**src/rtl/inst_fetch_if.sv**
```systemverilog
// Fetch-unit bus: instruction-memory req/ack side plus the decoder valid/ready side.
// master = fetch unit, slave = memory/decoder environment.
interface inst_fetch_if;
    logic        mem_req;
    logic [31:0] mem_addr;
    logic        mem_ack;
    logic [31:0] mem_rdata;
    logic [31:0] inst;
    logic [31:0] inst_pc;
    logic        inst_valid;
    logic        inst_ready;
    logic        jmp_en;
    logic [31:0] jmp_addr;
    logic        fetch_fault;

    modport master (
        output mem_req, mem_addr, inst, inst_pc, inst_valid, fetch_fault,
        input  mem_ack, mem_rdata, inst_ready, jmp_en, jmp_addr
    );

    modport slave (
        input  mem_req, mem_addr, inst, inst_pc, inst_valid, fetch_fault,
        output mem_ack, mem_rdata, inst_ready, jmp_en, jmp_addr
    );
endinterface

```
**src/rtl/inst_fetch.sv**
```systemverilog
// Instruction fetch unit: owns the PC, issues one outstanding word read at a time
// and holds each fetched word for the decoder; all outputs are registered.
module inst_fetch #(
    parameter logic [31:0] RESET_PC = 32'h0000_0000,
    parameter logic [31:0] NOP_WORD = 32'h0000_0013
) (
    input  logic                clk,
    input  logic                nreset,
    inst_fetch_if.master        bus,
    output logic [1:0]          dbg_state
);
    typedef enum logic [1:0] {
        RST   = 2'd0,
        FETCH = 2'd1,
        HOLD  = 2'd2,
        FAULT = 2'd3
    } state_t;

    state_t      state, state_n;
    logic [31:0] pc, pc_n;
    logic [31:0] addr_q, addr_n;
    logic [31:0] inst_q, inst_n;
    logic [31:0] ipc_q, ipc_n;
    logic        req_q, req_n;
    logic        valid_q, valid_n;
    logic        fault_q, fault_n;
    logic [31:0] target;

    always_ff @(posedge clk) begin
        if (!nreset) begin
            state   <= RST;
            pc      <= RESET_PC;
            addr_q  <= 32'h0;
            inst_q  <= NOP_WORD;
            ipc_q   <= 32'h0;
            req_q   <= 1'b0;
            valid_q <= 1'b0;
            fault_q <= 1'b0;
        end else begin
            state   <= state_n;
            pc      <= pc_n;
            addr_q  <= addr_n;
            inst_q  <= inst_n;
            ipc_q   <= ipc_n;
            req_q   <= req_n;
            valid_q <= valid_n;
            fault_q <= fault_n;
        end
    end

    // Handshakes: a memory read is live while mem_req=1 and completes on the cycle
    // mem_ack=1 (mem_addr held until then); a held word transfers on the cycle
    // inst_valid=1 and inst_ready=1, with inst/inst_pc held stable until then.
    always_comb begin
        state_n = state;
        pc_n    = pc;
        addr_n  = addr_q;
        inst_n  = inst_q;
        ipc_n   = ipc_q;
        req_n   = req_q;
        valid_n = valid_q;
        fault_n = fault_q;
        target  = bus.jmp_en ? bus.jmp_addr : pc;
        case (state)
            RST: begin
                state_n = FETCH;
                req_n   = 1'b1;
                addr_n  = pc;
            end
            FETCH: begin
                if (bus.mem_ack) begin
                    state_n = HOLD;
                    inst_n  = bus.mem_rdata;
                    ipc_n   = pc;
                    valid_n = 1'b1;
                    req_n   = 1'b0;
                    pc_n    = pc + 32'd4;
                end
            end
            HOLD: begin
                if (bus.inst_ready) begin
                    valid_n = 1'b0;
                    inst_n  = NOP_WORD;
                    if (bus.jmp_en && (bus.jmp_addr[1:0] != 2'b00)) begin
                        // Misaligned redirect is terminal until reset.
                        state_n = FAULT;
                        fault_n = 1'b1;
                        req_n   = 1'b0;
                    end else begin
                        state_n = FETCH;
                        pc_n    = target;
                        addr_n  = target;
                        req_n   = 1'b1;
                    end
                end
            end
            FAULT: begin
                fault_n = 1'b1;
                req_n   = 1'b0;
                valid_n = 1'b0;
                inst_n  = NOP_WORD;
            end
            default: state_n = RST;
        endcase
    end

    assign bus.mem_req     = req_q;
    assign bus.mem_addr    = addr_q;
    assign bus.inst        = inst_q;
    assign bus.inst_pc     = ipc_q;
    assign bus.inst_valid  = valid_q;
    assign bus.fetch_fault = fault_q;
    assign dbg_state       = state;
endmodule

```
**src/flat_wrapper.sv**
```systemverilog
// flat-port wrapper written by rule: the top's interface ports become plain ports
module inst_fetch_flat 
#(
    parameter logic [31:0] RESET_PC = 32'h0000_0000,
    parameter logic [31:0] NOP_WORD = 32'h0000_0013
)
  (clk, nreset, dbg_state, bus_mem_req, bus_mem_addr, bus_inst, bus_inst_pc, bus_inst_valid, bus_fetch_fault, bus_mem_ack, bus_mem_rdata, bus_inst_ready, bus_jmp_en, bus_jmp_addr);
  inst_fetch_if bus_i ();
  input  logic clk;
  input  logic nreset;
  output logic [1:0] dbg_state;
  output wire logic [$bits(bus_i.mem_req)-1:0] bus_mem_req;
  output wire logic [$bits(bus_i.mem_addr)-1:0] bus_mem_addr;
  output wire logic [$bits(bus_i.inst)-1:0] bus_inst;
  output wire logic [$bits(bus_i.inst_pc)-1:0] bus_inst_pc;
  output wire logic [$bits(bus_i.inst_valid)-1:0] bus_inst_valid;
  output wire logic [$bits(bus_i.fetch_fault)-1:0] bus_fetch_fault;
  input wire logic [$bits(bus_i.mem_ack)-1:0] bus_mem_ack;
  input wire logic [$bits(bus_i.mem_rdata)-1:0] bus_mem_rdata;
  input wire logic [$bits(bus_i.inst_ready)-1:0] bus_inst_ready;
  input wire logic [$bits(bus_i.jmp_en)-1:0] bus_jmp_en;
  input wire logic [$bits(bus_i.jmp_addr)-1:0] bus_jmp_addr;
  assign bus_mem_req = bus_i.mem_req;
  assign bus_mem_addr = bus_i.mem_addr;
  assign bus_inst = bus_i.inst;
  assign bus_inst_pc = bus_i.inst_pc;
  assign bus_inst_valid = bus_i.inst_valid;
  assign bus_fetch_fault = bus_i.fetch_fault;
  assign bus_i.mem_ack = bus_mem_ack;
  assign bus_i.mem_rdata = bus_mem_rdata;
  assign bus_i.inst_ready = bus_inst_ready;
  assign bus_i.jmp_en = bus_jmp_en;
  assign bus_i.jmp_addr = bus_jmp_addr;
  inst_fetch #(.RESET_PC(RESET_PC), .NOP_WORD(NOP_WORD)) u_core (.clk(clk), .nreset(nreset), .bus(bus_i), .dbg_state(dbg_state));
endmodule
```
**config.mk**
```make
export PLATFORM = sky130hd
export DESIGN_NAME = inst_fetch_flat
export DESIGN_NICKNAME = d
export VERILOG_FILES = /design/src/rtl/inst_fetch_if.sv /design/src/rtl/inst_fetch.sv /design/src/flat_wrapper.sv
export SDC_FILE = /design/constraint.sdc
export NUM_CORES = 1
export LEC_CHECK = 0
export BUFFER_PORTS_ARGS = -buffer_cell sky130_fd_sc_hd__buf_2
export CORE_MARGIN = 2
export CORE_UTILIZATION = 50
export CTS_BUF_LIST = sky130_fd_sc_hd__clkbuf_8 sky130_fd_sc_hd__clkbuf_16
export CTS_CLUSTER_DIAMETER = 200
export DETAILED_ROUTE_END_ITERATION = 10
export MAX_ROUTING_LAYER = met4
export PLACE_DENSITY_LB_ADDON = 0.05
export SLEW_MARGIN = 20
export SYNTH_ARGS = -nofsm -noshare
export SYNTH_HDL_FRONTEND = slang
export SYNTH_SLANG_ARGS = --single-unit
```
**constraint.sdc**
```tcl
create_clock -name clk -period 5.6 [get_ports clk]
set_clock_uncertainty 0.15 [all_clocks]
set_input_delay 1.12 -clock clk [delete_from_list [all_inputs] [get_ports clk]]
set_output_delay 1.12 -clock clk [all_outputs]
set_load 0.01 [all_outputs]
```
==> flow_summary.yaml <==
timing:
  period_share: 0.642
  fin_crit_ps: 3600
  final_max_slew_viol_count: 0
  max_freq_ghz: 0.278
  hold_slack_ps: 299
  finalSetupTns_ps: 0
  setup_violations: 0
  tightest_slew_ps: 1030
  final-hold-violation-count: 0
  maxSlewHeadroom: 0.310
  rsz0062_at_grt: "no"
finish:
  fin_nets: 949
  final_area_mm2: 0.00738
  instances_no_fill: 1029
  final_common_cell: "buf_2"
  drive_gt1_frac: 0.242
  layout_common_cells: "buf_2, dfxtp_1, nand2_1"
  antenna-diode-count: 0
  syn_to_final_growth_pct: 23.3
synthesis:
  ys.flop_type: "dfxtp_1"
  async_reset_ff_frac: 0
  ys_ff_latch: 133
  syn_area_per_cell_um2: 8.04
  yosys_warnings: 0
  synth_top_area_frac: 0.445
  synth_edf_count: 0
  netlist_area_mm2: 0.00599
  syn_nets: 821
  yosys.area.top_type: "dfxtp_1"
  synth_cell_types: 53
  synth_area_leaders: "dfxtp_1, nand2_1, nor2_1"
  ys_seq_area_frac: 0.445
  synth_cells: 745
global_routing:
  grt_pass1_wl_um: 28600
  grt_max_degree: 100
  first_global_vias: 5890
  grt_usage: 0.284
  antenna_found_initial: 0
  gr-total-overflow: 0
clock_tree:
  cts_max_level: 4
  clockBufferDepth: 2
  clock_latency_ps: 420
  clk_pin_slew_ps: 60
  cts_buffers: 17
  post_cts_resized: 0
  cts_setup_buffers: 0
  ctsHoldBuffers: 0
  cts_tree: "done"
  cts_root_buf: "clkbuf_16"
  cts.sinks: 133
critical_path:
  cp_cell_sequence: "inv_1, ha_2, buf_4, o211a_1, or4_1, buf_4, nor2_1, a22oi_1, o22ai_1"
  path_max_fanout: 67
  timing.rr.start: "u_core.dbg_state[0]$_SDFFE_PN0P_"
  r2r_end: "u_core.pc[29]$_SDFFE_PN0P_"
  crit_top_cell: "buf_4"
  required_ps: 5780
  r2r_slack_ps: 2000
  cp.arrival_ps: 3770
  endpoint_kind: "register"
  path_class: "register to register"
  cp_slowest_cell: "nor2_1"
  cpPeakStageDelay_ps: 790
  crit_path_start_kind: "register"
  rr_worst_depth: 9
detailed_routing:
  firstDrtPassIters: 6
  ant_nets: 0
  routed_wl_um: 17900
  drc_errors: 0
  wl_met1_um: 7780
  dr.max_layer_used: "met4"
  route.vias.total: 6130
  wl_met3_um: 1040
  wl_met2_um: 8650
  wl_per_cell_um: 17.3
  drtIter0Drc: 584
  avgViaCountPerCell: 5.96
floorplan:
  dieArea_mm2: 0.0129
  coreArea_mm2: 0.0116
  rows: 39
  die_h_um: 113
  die_width_um: 113
  io_pins: 170
  initial_utilization: 0.518
place:
  io_buffers: 169
  gp_congestion: 0.871
  dp_hpwl_um: 11800
  detailed_place.area_mm2: 0.00684
  dp.cells: 997
power:
  p_leak_nw: 3.03
  power_density_mw_per_mm2: 368
  combPwrFrac: 0.215
  vdd_ir_drop_max_uv: 214
  p_seq_frac: 0.406
  p_sw_mw: 0.831
  intPower_mw: 1.89
  swShare: 0.306
  clkPwrFrac: 0.379
  power_mw: 2.72
worst_hold_path:
  worst_hold_path.endpoint: "u_core.bus.inst_pc[10]$_SDFFE_PN0P_"
  hp-class: "register to register"
  min_path_cells: 2
  hp-start: "u_core.bus.inst_pc[10]$_SDFFE_PN0P_"
flow_run:
  cap_violations: 0
status:
  status: "completed"
[state kept, by name, summed over array words and instances (netlist names)]
register / count
u_core.bus.fetch_fault: 1
u_core.bus.inst: 32
u_core.bus.inst_pc: 32
u_core.bus.inst_valid: 1
u_core.bus.mem_addr: 32
u_core.bus.mem_req: 1
u_core.dbg_state: 2
u_core.pc: 32
[stage by stage]
step	setup WS, ps	util
3_3_place_gp	2170	0.592
3_5_place_dp	2070	0.592
2_1_floorplan	2760	-
6_report	2000	0.638
4_1_cts	2060	0.638
5_1_grt	1740	0.638
[how the worst max path moves through the flow]
| stage | from | to | slack [ps] | cells past startpoint |
|---|---|---|---|---|
| 2_1_floorplan | bus_jmp_addr[0] | u_core.pc[26]$_SDFFE_PN0P_ | 2760 | 6 |
| 5_1_grt | u_core.dbg_state[0]$_SDFFE_PN0P_ | u_core.pc[11]$_SDFFE_PN0P_ | 1740 | 9 |
| 3_5_place_dp | bus_jmp_addr[1] | u_core.pc[13]$_SDFFE_PN0P_ | 2070 | 7 |
| 4_1_cts | u_core.dbg_state[0]$_SDFFE_PN0P_ | u_core.pc[29]$_SDFFE_PN0P_ | 2060 | 9 |
| 3_3_place_gp | bus_jmp_addr[1] | u_core.pc[13]$_SDFFE_PN0P_ | 2170 | 7 |
| 6_report | u_core.dbg_state[0]$_SDFFE_PN0P_ | u_core.pc[29]$_SDFFE_PN0P_ | 2000 | 9 |
[cells by family after synthesis]
| logic type | count (synthesis) | synth area share |
|---|---|---|
| flops | 133 | 0.445 |
| buf+inv | 79 | 0.0508 |
| mux | 18 | 0.0303 |
| fa+ha+maj | 7 | 0.0146 |
| compound gates | 202 | 0.230 |
| xor+xnor | 2 | 0.00293 |
| simple gates | 304 | 0.227 |
[worst max-delay path, delay by kind of cell, from the launching register on]
| family | cells | cell delay, ps |
|---|---|---|
| AND/OR/NAND/NOR | 2 | 1190 |
| AO/OA/AOI/OAI | 3 | 650 |
| flip-flops | 1 | 440 |
| buffers and inverters | 3 | 720 |
| adder cells (fa/ha/maj) | 1 | 300 |
[power by group through the flow]
stage	clock network, mW	registers (mW)	logic [mW]
final	1.03	1.10	0.584
after global routing	1.08	1.11	0.642
after CTS	1.04	1.10	0.583
after detailed placement	0	1.12	0.579
after global placement	0	1.12	0.566
after floorplan	0	1.15	0.334
[routing by layer]
layer / vias to the layer above / GRT usage
li1: 2956 / -
met1: 2907 / 0.359
met2: 236 / 0.461
met3: 31 / 0.0420
met4: 0 / 0.112
met5: - / -
[synthesized netlist by cell type, drive strengths merged, types with 3 or more instances]
library cell and number:
nor4 5, inv 8, a22oi 41, o21ai 15, mux2i 17, nand2b 4, or4 3, nand3 47
ha 7, nor2 88, nand2 113, a311oi 31, o221a 3, o32ai 3, and3 5, or3 3
clkbuf 60, buf 11, a21oi 60, and4 6, o211ai 4, a211oi 4, a22o 3, nor3 13
and2 4, dfxtp 133, o22ai 18, nand4 7, o21a 7
[layout make-up]
cell class	instances	area, um2
clock buffer	17	425
clock inverter	15	113
fill	1086	4180
inverter	8	31.3
multi-input combinational	533	3040
sequential	133	2660
tap	143	179
timing repair buffer	180	928
No activity file was read; power rests on OpenSTA's default activity.
